## src/rtl/seq_divider_pkg.sv

```systemverilog
// Shared definitions for the sequential restoring divider: FSM state
// encoding, default operand width and divide-by-zero result constants.
package seq_divider_pkg;

    typedef enum logic [1:0] {
        ST_IDLE = 2'd0,
        ST_RUN  = 2'd1,
        ST_FIX  = 2'd2
    } state_t;

    localparam int DEF_WIDTH = 32;

    // Divide-by-zero result: every quotient bit is set, remainder is the raw dividend.
    localparam logic DZ_QUOT_BIT = 1'b1;
    // dz flag values: set when the completed operation had a zero divisor,
    // cleared by any completion with a non-zero divisor.
    localparam logic DZ_SET = 1'b1;
    localparam logic DZ_CLR = 1'b0;

endpackage

```

## src/rtl/seq_divider_div_step.sv

```systemverilog
// One combinational restoring-division step: shift the next dividend bit
// into the partial remainder, trial-subtract the divisor, keep the
// difference when it does not go negative.
module div_step
    import seq_divider_pkg::*;
#(
    parameter int WIDTH = DEF_WIDTH
) (
    input  logic [WIDTH-1:0] i_rem,
    input  logic             i_bit,
    input  logic [WIDTH-1:0] i_divisor,
    output logic [WIDTH-1:0] o_rem,
    output logic             o_qbit
);

    logic [WIDTH:0] w_part;
    logic [WIDTH:0] w_dsr;
    logic [WIDTH:0] w_diff;
    logic           w_unused_diff_msb;

    assign w_part = {i_rem, i_bit};
    assign w_dsr  = {1'b0, i_divisor};
    assign w_diff = w_part - w_dsr;

    // A restored remainder is always below the divisor, so the top bit of the
    // accepted difference is zero and never needs to be carried forward.
    assign w_unused_diff_msb = w_diff[WIDTH];

    assign o_qbit = (w_part >= w_dsr);
    assign o_rem  = o_qbit ? w_diff[WIDTH-1:0] : w_part[WIDTH-1:0];

endmodule

```

## src/rtl/seq_divider.sv

```systemverilog
// Iterative radix-2 restoring divider for signed (DIV) and unsigned (DIVU)
// requests. Fixed WIDTH+1 cycle latency from acceptance to done.
module seq_divider
    import seq_divider_pkg::*;
#(
    parameter int WIDTH = DEF_WIDTH
) (
    input  logic             clk,
    input  logic             rst,
    input  logic             start,
    input  logic             sign,
    input  logic             abort,
    input  logic [WIDTH-1:0] dividend,
    input  logic [WIDTH-1:0] divisor,
    output logic [WIDTH-1:0] q,
    output logic [WIDTH-1:0] r,
    output logic             busy,
    output logic             done,
    output logic             dz
);

    localparam int             CW        = $clog2(WIDTH + 1);
    localparam logic [CW-1:0]  LAST_STEP = CW'(WIDTH - 1);

    state_t           r_state;
    state_t           w_state_nx;
    logic             w_accept;

    logic [CW-1:0]    r_cnt;
    logic [WIDTH-1:0] r_rem;
    logic [WIDTH-1:0] r_quo;
    logic [WIDTH-1:0] r_dvs;
    logic [WIDTH-1:0] r_dividend;
    logic             r_neg_q;
    logic             r_neg_r;
    logic             r_dz_op;

    logic [WIDTH-1:0] r_q_res;
    logic [WIDTH-1:0] r_r_res;
    logic             r_busy;
    logic             r_done;
    logic             r_dz;

    logic [WIDTH-1:0] w_rem_nx;
    logic             w_qbit;

    // Magnitude of an operand: two's-complement absolute value in signed mode.
    // The most negative value maps to 2^(WIDTH-1), which fits unsigned.
    function automatic logic [WIDTH-1:0] f_mag(input logic [WIDTH-1:0] v, input logic s);
        f_mag = (s && v[WIDTH-1]) ? -v : v;
    endfunction

    // Re-apply a sign to an unsigned magnitude result.
    function automatic logic [WIDTH-1:0] f_apply_sign(input logic [WIDTH-1:0] v, input logic neg);
        f_apply_sign = neg ? -v : v;
    endfunction

    div_step #(
        .WIDTH(WIDTH)
    ) u_step (
        .i_rem     (r_rem),
        .i_bit     (r_quo[WIDTH-1]),
        .i_divisor (r_dvs),
        .o_rem     (w_rem_nx),
        .o_qbit    (w_qbit)
    );

    // FSM state register.
    always_ff @(posedge clk) begin
        if (rst) r_state <= ST_IDLE;
        else     r_state <= w_state_nx;
    end

    // Next-state logic; abort wins over start and cancels RUN/FIX.
    always_comb begin
        w_state_nx = r_state;
        w_accept   = 1'b0;
        case (r_state)
            ST_IDLE: begin
                if (start && !abort) begin
                    w_accept   = 1'b1;
                    w_state_nx = ST_RUN;
                end
            end
            ST_RUN: begin
                if (abort)                   w_state_nx = ST_IDLE;
                else if (r_cnt == LAST_STEP) w_state_nx = ST_FIX;
            end
            ST_FIX:  w_state_nx = ST_IDLE;
            default: w_state_nx = ST_IDLE;
        endcase
    end

    // Control and result registers: step counter, busy/done, q/r/dz.
    always_ff @(posedge clk) begin
        if (rst) begin
            r_cnt   <= '0;
            r_busy  <= 1'b0;
            r_done  <= 1'b0;
            r_q_res <= '0;
            r_r_res <= '0;
            r_dz    <= 1'b0;
        end else begin
            r_busy <= (w_state_nx != ST_IDLE);
            r_done <= (r_state == ST_FIX) && !abort;
            if (w_accept)               r_cnt <= '0;
            else if (r_state == ST_RUN) r_cnt <= r_cnt + CW'(1);
            if (r_state == ST_FIX && !abort) begin
                if (r_dz_op) begin
                    r_q_res <= {WIDTH{DZ_QUOT_BIT}};
                    r_r_res <= r_dividend;
                    r_dz    <= DZ_SET;
                end else begin
                    r_q_res <= f_apply_sign(r_quo, r_neg_q);
                    r_r_res <= f_apply_sign(r_rem, r_neg_r);
                    r_dz    <= DZ_CLR;
                end
            end
        end
    end

    // Datapath: latch operands on acceptance, one restoring step per RUN cycle.
    // r_quo starts as the dividend magnitude and is shifted left each step,
    // feeding dividend bits out of the top and quotient bits in at the bottom.
    always_ff @(posedge clk) begin
        if (w_accept) begin
            r_rem      <= '0;
            r_quo      <= f_mag(dividend, sign);
            r_dvs      <= f_mag(divisor, sign);
            r_dividend <= dividend;
            r_neg_q    <= sign & (dividend[WIDTH-1] ^ divisor[WIDTH-1]);
            r_neg_r    <= sign & dividend[WIDTH-1];
            r_dz_op    <= (divisor == '0);
        end else if (r_state == ST_RUN) begin
            r_rem <= w_rem_nx;
            r_quo <= {r_quo[WIDTH-2:0], w_qbit};
        end
    end

    assign q    = r_q_res;
    assign r    = r_r_res;
    assign busy = r_busy;
    assign done = r_done;
    assign dz   = r_dz;

endmodule

```

## config.mk

```make
export PLATFORM = sky130hd
export DESIGN_NAME = seq_divider
export DESIGN_NICKNAME = d
export VERILOG_FILES = /design/src/rtl/seq_divider_pkg.sv /design/src/rtl/seq_divider_div_step.sv /design/src/rtl/seq_divider.sv
export SDC_FILE = /design/constraint.sdc
export NUM_CORES = 1
export LEC_CHECK = 0
export BUFFER_PORTS_ARGS = -buffer_cell sky130_fd_sc_hd__buf_2
export CORE_MARGIN = 1.5
export CORE_UTILIZATION = 50
export DETAILED_ROUTE_END_ITERATION = 7
export GPL_TIMING_DRIVEN = 0
export PLACE_DENSITY = 0.69
export SYNTH_ARGS = -nofsm -noshare
export SYNTH_HDL_FRONTEND = slang
export SYNTH_HIERARCHICAL = 1
export SYNTH_SLANG_ARGS = --single-unit
```

## constraint.sdc

```tcl
create_clock -name clk -period 5.8 [get_ports clk]
set_input_delay 0.58 -clock clk [delete_from_list [all_inputs] [get_ports clk]]
set_output_delay 0.58 -clock clk [all_outputs]
set_load 0.005 [all_outputs]
```

---- Word-level counts from Yosys, hierarchy flattened ----
Cells that the tools add are included.
storage, ports and cells
  output and inout port bits .............. 67
  latch bits .............................. 0
  RAM bits ................................ 0
  memory bits (read-only) ................. 0
  word-level logic and storage cells ...... 53
  memories ................................ 0
  input port bits ......................... 69
  bits in registers ....................... 206
cells by class
  order comparisons ....................... 1
  equal/unequal tests ..................... 3
  shifts and indexed selects .............. 0
  reduce and logical (&&, ||, !) cells .... 10
  $add $sub $neg .......................... 6
  muxes and demuxes ....................... 16
  $mul .................................... 0
  bitwise logic cells ..................... 3
  divide/modulo/power cells ............... 0
operators by type and width
  kind                                                  count
  two-way mux 32 bit                                    9
  negation 32 bit                                       4
  >= comparator 33 x 32 -> 1 bit                        1
  zero test 32 bit                                      1
  subtractor 32 bit                                     1
  adder 6 x 1 -> 6 bit (second input constant)          1
  equality test 6 x 5 -> 1 bit (second input constant)  1
  two-way mux 2 bit                                     3
  logical AND 1 bit                                     4
  one-hot mux 2 bit (2 select lines)                    1
  nonzero test 2 bit                                    2
  two-way mux 1 bit                                     3
  bitwise AND 1 bit                                     2
  equality test 2 x 1 -> 1 bit (second input constant)  1
  equality test 2 bit (second input constant)           1
  zero test 2 bit                                       1
  OR reduction 2 bit                                    1
  zero test 1 bit                                       1
  XOR 1 bit                                             1

---- Logic depth before layout (Yosys ltp) ----
Gate-level depths: netlist of the first run.
  depth after elaboration ................. 5
  mapped depth ............................ 15

---- By module ----
Netlist of the first run, hierarchy kept.
modules (own cells, without submodules)
  module       cells an instance  area an instance (µm²)  times used  sequential area each (µm²)
  seq_divider  1,070              10,029.6                1           5,114.9
  div_step     339                2,482.4                 1           0.0

---- Worst setup path after synthesis of the first run ----
Ideal clock, no wire load.
  path type ............................... in2reg
  start ................................... in abort
  end ..................................... reg r_dividend[0], enable pin
  path slack .............................. 1.760 ns
  library setup time ...................... 0.457 ns
  arrival time ............................ 3.582 ns
  stages .................................. 3
  path buffers ............................ 2
  path through ............................ nor4b_1 -> clkbuf_1 -> buf_1
on the way
  cells in the longest elaborated chain, start to end .. 4
ends and longest elaborated chain
  element                 line                RTL
  start: declaration      seq_divider.sv:12   input logic abort,
  zero test 1 bit         seq_divider.sv:80   if (start && !abort) begin
  logical AND 1 bit       seq_divider.sv:80
  two-way mux 1 bit       seq_divider.sv:80
  two-way mux 1 bit       seq_divider.sv:78   case (r_state)
  net w_accept            seq_divider.sv:27   logic w_accept;
  end signal: assignment  seq_divider.sv:130  r_dividend <= dividend;
  end: declaration        seq_divider.sv:33   logic [WIDTH-1:0] r_dividend;
The timed path passes the listed nets, and every way through them passes these cells.
A chain may end at the register's enable or synchronous reset.

---- Worst setup path in the final report of the first run ----
  start ................................... reg r_rem[26]
  end ..................................... reg r_quo[0], data pin
on the way
  cells in the longest elaborated chain, start to end .. 3
ends and longest elaborated chain
  element                         line                        RTL
  start: declaration              seq_divider.sv:30           logic [WIDTH-1:0] r_rem;
  start signal: assignment        seq_divider.sv:135          r_rem <= w_rem_nx;
  >= comparator 33 x 32 -> 1 bit  seq_divider_div_step.sv:29  assign o_qbit = (w_part >= w_dsr);
  net w_qbit                      seq_divider.sv:45           logic w_qbit;
  two-way mux 32 bit              seq_divider.sv:134          end else if (r_state == ST_RUN) begin
  two-way mux 32 bit              seq_divider.sv:126          if (w_accept) begin
  end signal: assignment          seq_divider.sv:128          r_quo <= f_mag(dividend, sign);
  end signal: assignment          seq_divider.sv:136          r_quo <= {r_quo[WIDTH-2:0], w_qbit};
  end: declaration                seq_divider.sv:31           logic [WIDTH-1:0] r_quo;
The timed path passes the listed nets, and every way through them passes these cells. The select of a mux whose other input is x is not followed.

==> metrics.log, run 1 <==
INFO  metric outcome = finished clean
INFO  metric total_power = 3.59 mW
INFO  metric vias_per_cell = 5.85
INFO  metric most_common_library_cell_in_the_layout_ignoring_fill_and_taps = sky130_fd_sc_hd__nand2_1
INFO  metric maximum_buffer_depth_of_the_clock_tree = 3
INFO  metric clk_transition_reported_paths = 0.06 ns
INFO  metric wire_length_of_the_first_global_routing_pass = between 50 and 60 mm
INFO  metric cellLeakagePower = 5.75 nW
INFO  metric drc_errors = 0
INFO  metric rsz_0062_raised_after_global_routing = false
INFO  metric power_per_cell_area = roughly 250 nW/µm²
INFO  metric achievable-frequency = ~270 MHz
INFO  metric multi_input_comb_area = around 6800 µm²
INFO  metric critPathKind = reg2reg
INFO  metric grt_antenna_before_repair = 1
INFO  metric reg2reg_to = r_quo[0]
INFO  metric critical_path.startpoint = r_rem[26]
INFO  metric placement_stage_cell_area = between 10000 and 15000 µm²
INFO  metric reg2reg_slack = approximately 2 ns
INFO  metric max-vdd-ir-drop = 268 µV
INFO  metric async_flop_share = 0%
INFO  metric mostFrequentLayoutCells = 152 x sky130_fd_sc_hd__nand2_1, 139 x sky130_fd_sc_hd__buf_2, 137 x sky130_fd_sc_hd__a21oi_1
INFO  metric routed_wirelength = roughly 36 mm
INFO  metric clock_skew = approximately 0.0081 ns
INFO  metric die_height = approximately 160 µm
INFO  metric min_from = dividend[4]
INFO  metric grt_start_max_net_pins = 43
INFO  metric fin_util = between 50% and 60%
INFO  metric num_rows = 57
INFO  metric nNetsFinal = around 1700
INFO  metric nFillCells = ~2200
INFO  metric maxSlewHeadroom = 9.30%
INFO  metric routedWlPerCell = 18.6 µm
INFO  metric antenna_cells = 0
INFO  metric postSynthRegisterBits = approximately 210
INFO  metric area.growth.synth_to_final = 15.4%
INFO  metric die_width = between 150 and 200 µm
INFO  metric yosys_warnings = 6
INFO  metric tritoncts = built
INFO  metric worst_pin_slew = between 1 and 1.5 ns
INFO  metric die_area = roughly 26000 µm²
INFO  metric cp-start-kind = flip-flop
INFO  metric final_layout_size_suffix_gt1_share = about 15%
INFO  metric drtAntennaViolNets = 0
INFO  metric floorplan.initialDensity = roughly 50%
INFO  metric avgSynthCellArea = about 8.9 µm²
INFO  metric post-route-period-util = 64.8%
INFO  metric hold_class = in2reg
INFO  metric cts-htree-levels = 1
INFO  metric syn_area = around 13000 µm²
INFO  metric ys_types = 76
INFO  metric hpwlAfterDp = between 20 and 30 mm
INFO  metric drt_pre_antenna_iters = 6
INFO  metric layout.cell_area.non_filler = 14400 µm²
INFO  metric gp_congestion = roughly 0.9
INFO  metric synth_edf_count = 99
INFO  metric hold_depth = 1
INFO  metric whs = between 0.2 and 0.3 ns
INFO  metric holdPathEnd = r_dividend[4]
INFO  metric filler_free_cell_count_of_the_finished_design = roughly 1900
INFO  metric setup_viol_count_final = 0
INFO  metric register_area_share_after_synthesis = 40.9%
INFO  metric gr-usage-all-layers = 27.4%
INFO  metric clkLatencyLatePin = 0.53 ns
INFO  metric slew_viol_final = 0
INFO  metric timing.final.crit_period = ~3.8 ns
INFO  metric ioPinCount = 136
INFO  metric post-cts-setup-buffers = 0
INFO  metric ff2ff_path_depth = 11
INFO  metric maxCapViolCount = 0
INFO  metric synth_ff_type = sky130_fd_sc_hd__dfxtp_1
INFO  metric numPortBuffers = roughly 140
INFO  metric area.sequential = ~5100 µm²
INFO  metric syn_nets = around 1500
INFO  metric post_cts_resized = 0
INFO  metric hold_viol_final = 0
INFO  metric grt_pass1_vias = ~11000
INFO  metric core_area = about 24000 µm²
INFO  metric worst-endpoint-arrival = ~4.0 ns
INFO  metric cts_inserted_buffers = 24
INFO  metric crit_path_max_fanout = 10
INFO  metric critPathCaptureType = flip-flop
INFO  metric dr.first_iter.drc_count = between 1000 and 1500
INFO  metric post_synth_inst_count = 1409
INFO  metric place_inst = 1870
INFO  metric clock_tree.root_cell = sky130_fd_sc_hd__clkbuf_16
INFO  metric grt_remaining_overflow = 0
INFO  metric worstReg2RegStart = r_rem[26]
INFO  metric hold_buffers = 0
INFO  metric cts_sinks = 206
INFO  metric cp_data_required_time = about 6 ns
INFO  metric routed-via-count = 11200
-- through the flow --
| step | TNS (ns) | setup slack [ns] |
|---|---|---|
| 3_5_place_dp | 0 | 2.20 |
| 3_3_place_gp | -38.88 | -0.540 |
| 5_1_grt | 0 | 1.87 |
| 4_1_cts | 0 | 2.19 |
| 6_report | 0 | 2.04 |
| 2_1_floorplan | 0 | 1.76 |
-- logic make-up (layout without fill, tap and decap cells) --
group / Yosys count / in the layout / synth area share (%)
fa+ha+maj: 38 / 38 / 3.86
buf+inv: 137 / 318 / 4.55
mux: 30 / 30 / 3.24
xor+xnor: 141 / 141 / 9.87
flops: 206 / 206 / 40.9
simple gates: 476 / 476 / 18.6
compound gates: 381 / 381 / 19.0
-- how the worst max path moves through the flow --
stage / endpoint / slack, ns / cells after the start
after CTS: r_quo[0] / 2.19 / 11
after detailed placement: r_quo[0] / 2.20 / 11
final: r_quo[0] / 2.04 / 11
after global routing: r_rem[17] / 1.87 / 12
after floorplan: r_dividend[0] / 1.76 / 3
after global placement: r_dvs[3] / -0.54 / 4
-- power by group --
part	switching, mW	leakage [nW]	internal, mW
combinational	0.262	3.57	0.156
sequential	0.0344	1.79	1.58
clock	0.618	0.393	0.934
total	0.914	5.75	2.67
-- synth_stat cells, drive strengths merged, types with 16 or more instances --
cell type / number / area (µm²)
clkbuf: 64 / 240
nor3: 32 / 171
o22ai: 16 / 100
a211oi: 34 / 265
ha: 37 / 463
and3: 19 / 119
a21oi: 137 / 686
xor2: 66 / 578
o41ai: 16 / 155
nor4: 20 / 153
nand2: 152 / 571
or3: 20 / 135
o21ai: 81 / 405
edfxtp: 99 / 2970
nand2b: 18 / 113
o31ai: 22 / 165
nand3: 19 / 95.1
inv: 58 / 218
mux2: 24 / 345
xnor2: 75 / 657
dfxtp: 107 / 2140
nor2: 130 / 488
-- layout make-up --
class                           count  share of cell area [%]
Sequential cell                   206                    35.4
Clock inverter                     11                   0.910
Multi-Input combinational cell   1066                    47.4
Tap cell                          324                    2.81
Clock buffer                       33                    4.61
Buffer                             78                    2.42
Inverter                           59                    1.53
Timing Repair Buffer              137                    4.87
-- registers in the layout (all words and copies together) (netlist names), 2 cells and up --
name and cells:
r_rem 32, r_state 2, r 32, r_cnt 6, q 32, r_dvs 32, r_quo 32, r_dividend 32
-- layer usage --
layer	part of all wire (%)	GRT usage [%]
met1	46	39.6
met3	7.1	4.19
met4	2.4	7.15
met5	0	0
met2	44	42.9
-- critical path, stage by stage (launching register included) --
cell	delay, ns
sky130_fd_sc_hd__dfxtp_1	0.49
sky130_fd_sc_hd__ha_1	0.29
sky130_fd_sc_hd__clkbuf_1	0.17
sky130_fd_sc_hd__nand2_1	0.24
sky130_fd_sc_hd__nor4_1	0.16
sky130_fd_sc_hd__a31oi_1	0.22
sky130_fd_sc_hd__a21boi_0	1.07
sky130_fd_sc_hd__or2_1	0.22
sky130_fd_sc_hd__buf_6	0.15
sky130_fd_sc_hd__buf_6	0.15
sky130_fd_sc_hd__inv_1	0.08
sky130_fd_sc_hd__mux2_2	0.25
Power figures use the tool's default switching activity.
==> run 2, diff against run 1 <==
==> constraint.sdc (replaced) <==
create_clock -name clk -period 3.7 [get_ports clk]
set_input_delay 0.37 -clock clk [delete_from_list [all_inputs] [get_ports clk]]
set_output_delay 0.37 -clock clk [all_outputs]
set_load 0.005 [all_outputs]
==> metrics.log, run 2 (synthesized netlist as in run 1, its figures left out) <==
INFO  metric post-route-period-util = 94.0% (+29 points)
INFO  metric numPortBuffers = 135 (unchanged)
INFO  metric grt_util_met2 = 42.7% (-0.22 points)
INFO  metric cp_slowest_stage_delay = 0.55 ns (-0.52 ns)
INFO  metric slew_viol_final = 0 (unchanged)
INFO  metric hold_viol_final = 0 (unchanged)
INFO  metric gr-usage-met3 = 3.24% (-0.95 points)
INFO  metric worst_slack = 0.223 ns (-1.82 ns)
INFO  metric grt_start_max_net_pins = 76 (+77%)
INFO  metric area.growth.synth_to_final = 15.3% (about the same)
INFO  metric post-cts-setup-buffers = 0 (unchanged)
INFO  metric drt_pre_antenna_iters = 5 (-1)
INFO  metric total_power = 5.48 mW (+53%)
INFO  metric clk_transition_reported_paths = 0.06 ns (about the same)
INFO  metric drc_errors = 0 (unchanged)
INFO  metric ioPinCount = 136 (unchanged)
INFO  metric drtAntennaViolNets = 0 (unchanged)
INFO  metric setup_viol_count_final = 0 (unchanged)
INFO  metric critical_path.startpoint = r_quo[31]
INFO  metric cellLeakagePower = 5.73 nW (-0.34%)
INFO  metric final_layout_size_suffix_gt1_share = 14.7% (+0.063 points)
INFO  metric critical_path.cell_chain = inv_1 > ha_1 > and2b_1 > o2111ai_2 > a31oi_4 > a211oi_2 > a211oi_2 > nor3_4 > or2_1 > buf_6 > buf_6 > inv_1 > mux2_2
INFO  metric cp-start-kind = flip-flop
INFO  metric mostFrequentLayoutCells = 152 x sky130_fd_sc_hd__nand2_1, 138 x sky130_fd_sc_hd__buf_2, 137 x sky130_fd_sc_hd__a21oi_1
INFO  metric hpwlAfterDp = 27.5 mm (-0.21%)
INFO  metric nFillCells = 2270 (+3.3%)
INFO  metric cts_sinks = 206 (unchanged)
INFO  metric maximum_buffer_depth_of_the_clock_tree = 3 (unchanged)
INFO  metric tritoncts = built
INFO  metric clkLatencyLatePin = 0.51 ns (-0.02 ns)
INFO  metric grt_remaining_overflow = 0 (unchanged)
INFO  metric critical_path.slowest_cell = sky130_fd_sc_hd__edfxtp_1
INFO  metric clock_tree.root_cell = sky130_fd_sc_hd__clkbuf_16
INFO  metric floorplan.initialDensity = 51.1% (unchanged)
INFO  metric die_height = 161 µm (unchanged)
INFO  metric routed-via-count = 11200 (-0.20%)
INFO  metric die_width = 161 µm (unchanged)
INFO  metric grt_antenna_before_repair = 2 (+1)
INFO  metric max-vdd-ir-drop = 311 µV (+16%)
INFO  metric die_area = 26000 µm² (unchanged)
INFO  metric maxSlewHeadroom = 35.5% (+26 points)
INFO  metric maxCapViolCount = 0 (unchanged)
INFO  metric power_per_cell_area = 380 nW/µm² (+53%)
INFO  metric dpl_worst_slack = 0.0825 ns (-2.12 ns)
INFO  metric ff2ff_path_depth = 13 (+2)
INFO  metric clock_skew = 0.0151 ns (+0.00701 ns)
INFO  metric gp_congestion = 0.944 (+2.3%)
INFO  metric num_rows = 57 (unchanged)
INFO  metric gr-usage-all-layers = 27.2% (-0.23 points)
INFO  metric achievable-frequency = 288 MHz (+8.1%)
INFO  metric globalRoute.busiestLayer = met2
INFO  metric worst-path-stages = 13 (+2)
INFO  metric worst-endpoint-arrival = 3.73 ns (-0.30 ns)
INFO  metric critPathCaptureType = flip-flop
INFO  metric reg2reg_to = r_quo[0]
INFO  metric min_from = divisor[0]
INFO  metric critPathKind = reg2reg
INFO  metric vias_per_cell = 5.84 (-0.20%)
INFO  metric reg2reg_slack = 0.22 ns (-1.82 ns)
INFO  metric wire_length_of_the_first_global_routing_pass = 56.1 mm (-0.25%)
INFO  metric whs = 0.0782 ns (-0.196 ns)
INFO  metric rsz_0062_raised_after_global_routing = false
INFO  metric routedWlPerCell = 18.6 µm (-0.28%)
INFO  metric core_area = 24500 µm² (unchanged)
INFO  metric worst_pin_slew = 0.966 ns (-0.383 ns)
INFO  metric timing.final.crit_period = 3.48 ns (-0.281 ns)
INFO  metric cp_data_required_time = 3.96 ns (-2.11 ns)
INFO  metric worst-path-buf-inv = 4 (unchanged)
INFO  metric outcome = finished clean
INFO  metric most_common_library_cell_in_the_layout_ignoring_fill_and_taps = sky130_fd_sc_hd__nand2_1
INFO  metric crit_path_max_fanout = 10 (unchanged)
INFO  metric antenna_cells = 0 (unchanged)
INFO  metric dr.first_iter.drc_count = 1134 (+5.2%)
INFO  metric worstReg2RegStart = r_quo[31]
INFO  metric hold_class = in2reg
INFO  metric routed_wirelength = 35.5 mm (-0.28%)
INFO  metric cts-htree-levels = 1 (unchanged)
INFO  metric grtUsageMet1 = 39.8% (+0.24 points)
INFO  metric critical_path_capture_point = r_quo[0]
INFO  metric hold_buffers = 0 (unchanged)
INFO  metric cts_inserted_buffers = 24 (unchanged)
INFO  metric nNetsFinal = 1679 (unchanged)
INFO  metric cpLargestDelayFamily = compound AO/OA/AOI/OAI gates
INFO  metric grt_pass1_vias = 10500 (-0.40%)
run 2: how the worst min path moves through the flow:
| stage | end | slack [ns] | cells after the start |
|---|---|---|---|
| 6_report | r_dvs[0] | 0.08 | 1 |
| 4_1_cts | r_dvs[0] | 0.06 | 1 |
| 2_1_floorplan | dz | 0.45 | 2 |
| 3_5_place_dp | dz | 0.45 | 2 |
| 5_1_grt | r_dvs[0] | 0.07 | 1 |
| 3_3_place_gp | r[2] | 0.45 | 2 |
run 2: cell type report:
class,instances,area (µm²),area share (%)
Buffer,78,352,2.44
Clock buffer,36,718,4.98
Clock inverter,8,45.0,0.312
Inverter,59,221,1.54
Multi-Input combinational cell,1066,6860,47.5
Sequential cell,206,5110,35.5
Tap cell,324,405,2.81
Timing Repair Buffer,137,711,4.93
run 2: per-stage QoR:
step / std cells / TNS, ns / utilization (%) / instance area, µm²
final: 1914 / 0 / 59.0 / 14400
after global routing: 1914 / 0 / 59.0 / 14400
after CTS: 1914 / 0 / 58.9 / 14400
after detailed placement: 1870 / 0 / 55.8 / 13600
after global placement: 1868 / -151.15 / 55.6 / 13600
after floorplan: 1409 / 0 / - / 12500
run 2: layer usage:
| metal | vias to the layer above | wire length [µm] |
|---|---|---|
| met5 | - | 0 |
| met4 | 0 | 775 |
| met1 | 5307 | 16200 |
| met2 | 418 | 15800 |
| met3 | 52 | 2740 |
| li1 | 5406 | - |
run 2: repair_timing:
action,in CTS,in global routing
endpoints found under the hold margin,0,0
resized for setup,0,3
endpoints found under the setup margin,0,33
run 2: power breakdown:
group / total (mW) / internal (mW) / leakage, nW / switching (mW)
logic: 0.660 / 0.245 / 3.57 / 0.414
registers: 2.53 / 2.48 / 1.79 / 0.0527
clock network: 2.28 / 1.34 / 0.373 / 0.942
==> run 3, diff against run 2 <==
--- a/config.mk
+++ b/config.mk
@@ -11,6 +11,7 @@
 export DETAILED_ROUTE_END_ITERATION = 7
 export GPL_TIMING_DRIVEN = 0
 export PLACE_DENSITY = 0.69
+export SETUP_SLACK_MARGIN = 0.3
 export SYNTH_ARGS = -nofsm -noshare
 export SYNTH_HDL_FRONTEND = slang
 export SYNTH_HIERARCHICAL = 1
==> metrics.log, run 3 (synthesized netlist as in run 1, its figures left out) <==
INFO  metric maxSlewHeadroom = 36.7% (+1.2 points)
INFO  metric drtAntennaViolNets = 0 (unchanged)
INFO  metric ff2ff_path_depth = 13 (unchanged)
INFO  metric timing.setup.tns = 0 ns (unchanged)
INFO  metric clkLatencyLatePin = 0.52 ns (about the same)
INFO  metric numPortBuffers = 135 (unchanged)
INFO  metric grt_pass1_vias = 10400 (-0.93%)
INFO  metric clock_skew = 0.0134 ns (-0.00163 ns)
INFO  metric mostFrequentLayoutCells = 152 x sky130_fd_sc_hd__nand2_1, 138 x sky130_fd_sc_hd__buf_2, 137 x sky130_fd_sc_hd__a21oi_1
INFO  metric maxCapViolCount = 0 (unchanged)
INFO  metric layout.cell_area.non_filler = 14500 µm² (+0.74%)
INFO  metric most_common_library_cell_in_the_layout_ignoring_fill_and_taps = sky130_fd_sc_hd__nand2_1
INFO  metric gr-usage-all-layers = 27.3% (+0.11 points)
INFO  metric placement_stage_cell_area = 13600 µm² (about the same)
INFO  metric achievable-frequency = 307 MHz (+6.8%)
INFO  metric cellLeakagePower = 5.79 nW (+1.0%)
INFO  metric cp_slowest_stage_delay = 0.53 ns (-0.02 ns)
INFO  metric grt_start_max_net_pins = 43 (-43%)
INFO  metric area.sequential = 5120 µm² (about the same)
INFO  metric drc_errors = 0 (unchanged)
INFO  metric clk_transition_reported_paths = 0.06 ns (about the same)
INFO  metric core_area = 24500 µm² (unchanged)
INFO  metric hold_depth = 1 (unchanged)
INFO  metric dr.first_iter.drc_count = 1028 (-9.3%)
INFO  metric die_width = 161 µm (unchanged)
INFO  metric nFillCells = 2224 (-2.0%)
INFO  metric max-vdd-ir-drop = 426 µV (+37%)
INFO  metric worst-endpoint-arrival = 3.53 ns (-0.20 ns)
INFO  metric ioPinCount = 136 (unchanged)
INFO  metric nNetsFinal = 1685 (+0.36%)
INFO  metric rsz_0062_raised_after_global_routing = false
INFO  metric worst_pin_slew = 0.948 ns (-0.0181 ns)
INFO  metric area.growth.synth_to_final = 16.1%
INFO  metric crit_path_max_fanout = 10 (unchanged)
INFO  metric vias_per_cell = 5.81 (-0.60%)
INFO  metric whs = 0.0628 ns (-0.0153 ns)
INFO  metric routedWlPerCell = 18.6 µm (about the same)
INFO  metric critPathCaptureType = flip-flop
INFO  metric slew_viol_final = 0 (unchanged)
INFO  metric antenna_cells = 0 (unchanged)
INFO  metric multi_input_comb_area = 6900 µm² (+0.68%)
INFO  metric final_layout_size_suffix_gt1_share = 15.8% (+1.1 points)
INFO  metric die_area = 26000 µm² (unchanged)
INFO  metric routed_wirelength = 35.7 mm (+0.39%)
INFO  metric hold_viol_final = 0 (unchanged)
INFO  metric critical_path.slowest_cell = sky130_fd_sc_hd__edfxtp_1
INFO  metric drt_pre_antenna_iters = 5 (unchanged)
INFO  metric cts-htree-levels = 1 (unchanged)
INFO  metric hold_class = in2reg
INFO  metric grt_antenna_before_repair = 0 (-2)
INFO  metric floorplan.initialDensity = 51.1% (unchanged)
INFO  metric setup_viol_count_final = 0 (unchanged)
INFO  metric die_height = 161 µm (unchanged)
INFO  metric routed-via-count = 11200 (-0.29%)
INFO  metric critical_path.cell_chain = inv_1 > ha_2 > and2b_1 > o2111ai_2 > a31oi_4 > a211oi_4 > a211oi_2 > nor3_4 > or2_1 > buf_6 > buf_6 > inv_1 > mux2_2
INFO  metric hpwlAfterDp = 27.5 mm (about the same)
INFO  metric num_rows = 57 (unchanged)
INFO  metric timing.final.crit_period = 3.26 ns (-0.222 ns)
INFO  metric tritoncts = built
INFO  metric gp_congestion = 0.938 (-0.68%)
INFO  metric outcome = finished clean
INFO  metric cp_data_required_time = 3.97 ns (about the same)
INFO  metric cts_inserted_buffers = 24 (unchanged)
INFO  metric cp-start-kind = flip-flop
INFO  metric maximum_buffer_depth_of_the_clock_tree = 3 (unchanged)
INFO  metric wire_length_of_the_first_global_routing_pass = 55.9 mm (-0.41%)
INFO  metric clock_tree.root_cell = sky130_fd_sc_hd__clkbuf_16
INFO  metric cts_sinks = 206 (unchanged)
INFO  metric power_per_cell_area = 381 nW/µm² (+0.38%)
INFO  metric critPathKind = reg2reg
INFO  metric grt_remaining_overflow = 0 (unchanged)
INFO  metric post-route-period-util = 88.0% (-6.0 points)
## run 3: metal layers
metal / track usage (%) / wire, µm / vias to the layer above
met5: 0 / 0 / -
met2: 42.1 / 15600 / 390
li1: - / - / 5405
met3: 3.24 / 2510 / 59
met1: 40.5 / 16700 / 5297
met4: 7.28 / 867 / 0
## run 3: worst max-delay path, delay by kind of cell (launching register included)
family | cells | cell delay, ns
and+or+nand+nor | 3 | 0.66
buffers and inverters | 4 | 0.48
AOI/OAI and AO/OA | 4 | 0.87
DFF | 1 | 0.53
adders and majority gates | 1 | 0.19
muxes | 1 | 0.27
## run 3: final cells by class
cell class	count	share of cell area, %
multi-input cells	1066	47.5
flip-flops and latches	206	35.2
well taps	324	2.79
plain buffers	78	2.42
clock inverters	16	0.810
repair buffers	143	5.15
inverters	59	1.52
clock buffers	28	4.59
## run 3: final timing paths
check                                start       end  slack [ns]
worst min register to register       r[12]     r[12]        0.45
worst max-delay path             r_quo[31]  r_quo[0]        0.44
worst max register to register   r_quo[31]  r_quo[0]        0.44
worst min-delay path            divisor[0]  r_dvs[0]        0.06
## run 3: per-stage QoR
step	instances	power (mW)	utilization [%]	worst slack (ns)
floorplan	1409	3.00	-	0.714
global placement	1868	3.22	55.6	-1.08
detailed placement	1870	3.23	55.8	0.0913
CTS	1914	5.56	59.0	0.285
global route	1920	5.73	59.4	0.325
finish	1920	5.54	59.4	0.445
## run 3: repair_timing
item,4_1_cts,5_1_grt
setup endpoints to repair,30,33
setup buffers,0,6
hold buffers,0,0
gates resized for setup,3,9
pin swaps,1,5
## run 3: report_power, final
part | switching (mW) | leakage, nW | internal [mW] | total, mW
clock | 0.975 | 0.395 | 1.36 | 2.34
combinational | 0.419 | 3.60 | 0.247 | 0.666
sequential | 0.0525 | 1.79 | 2.48 | 2.53
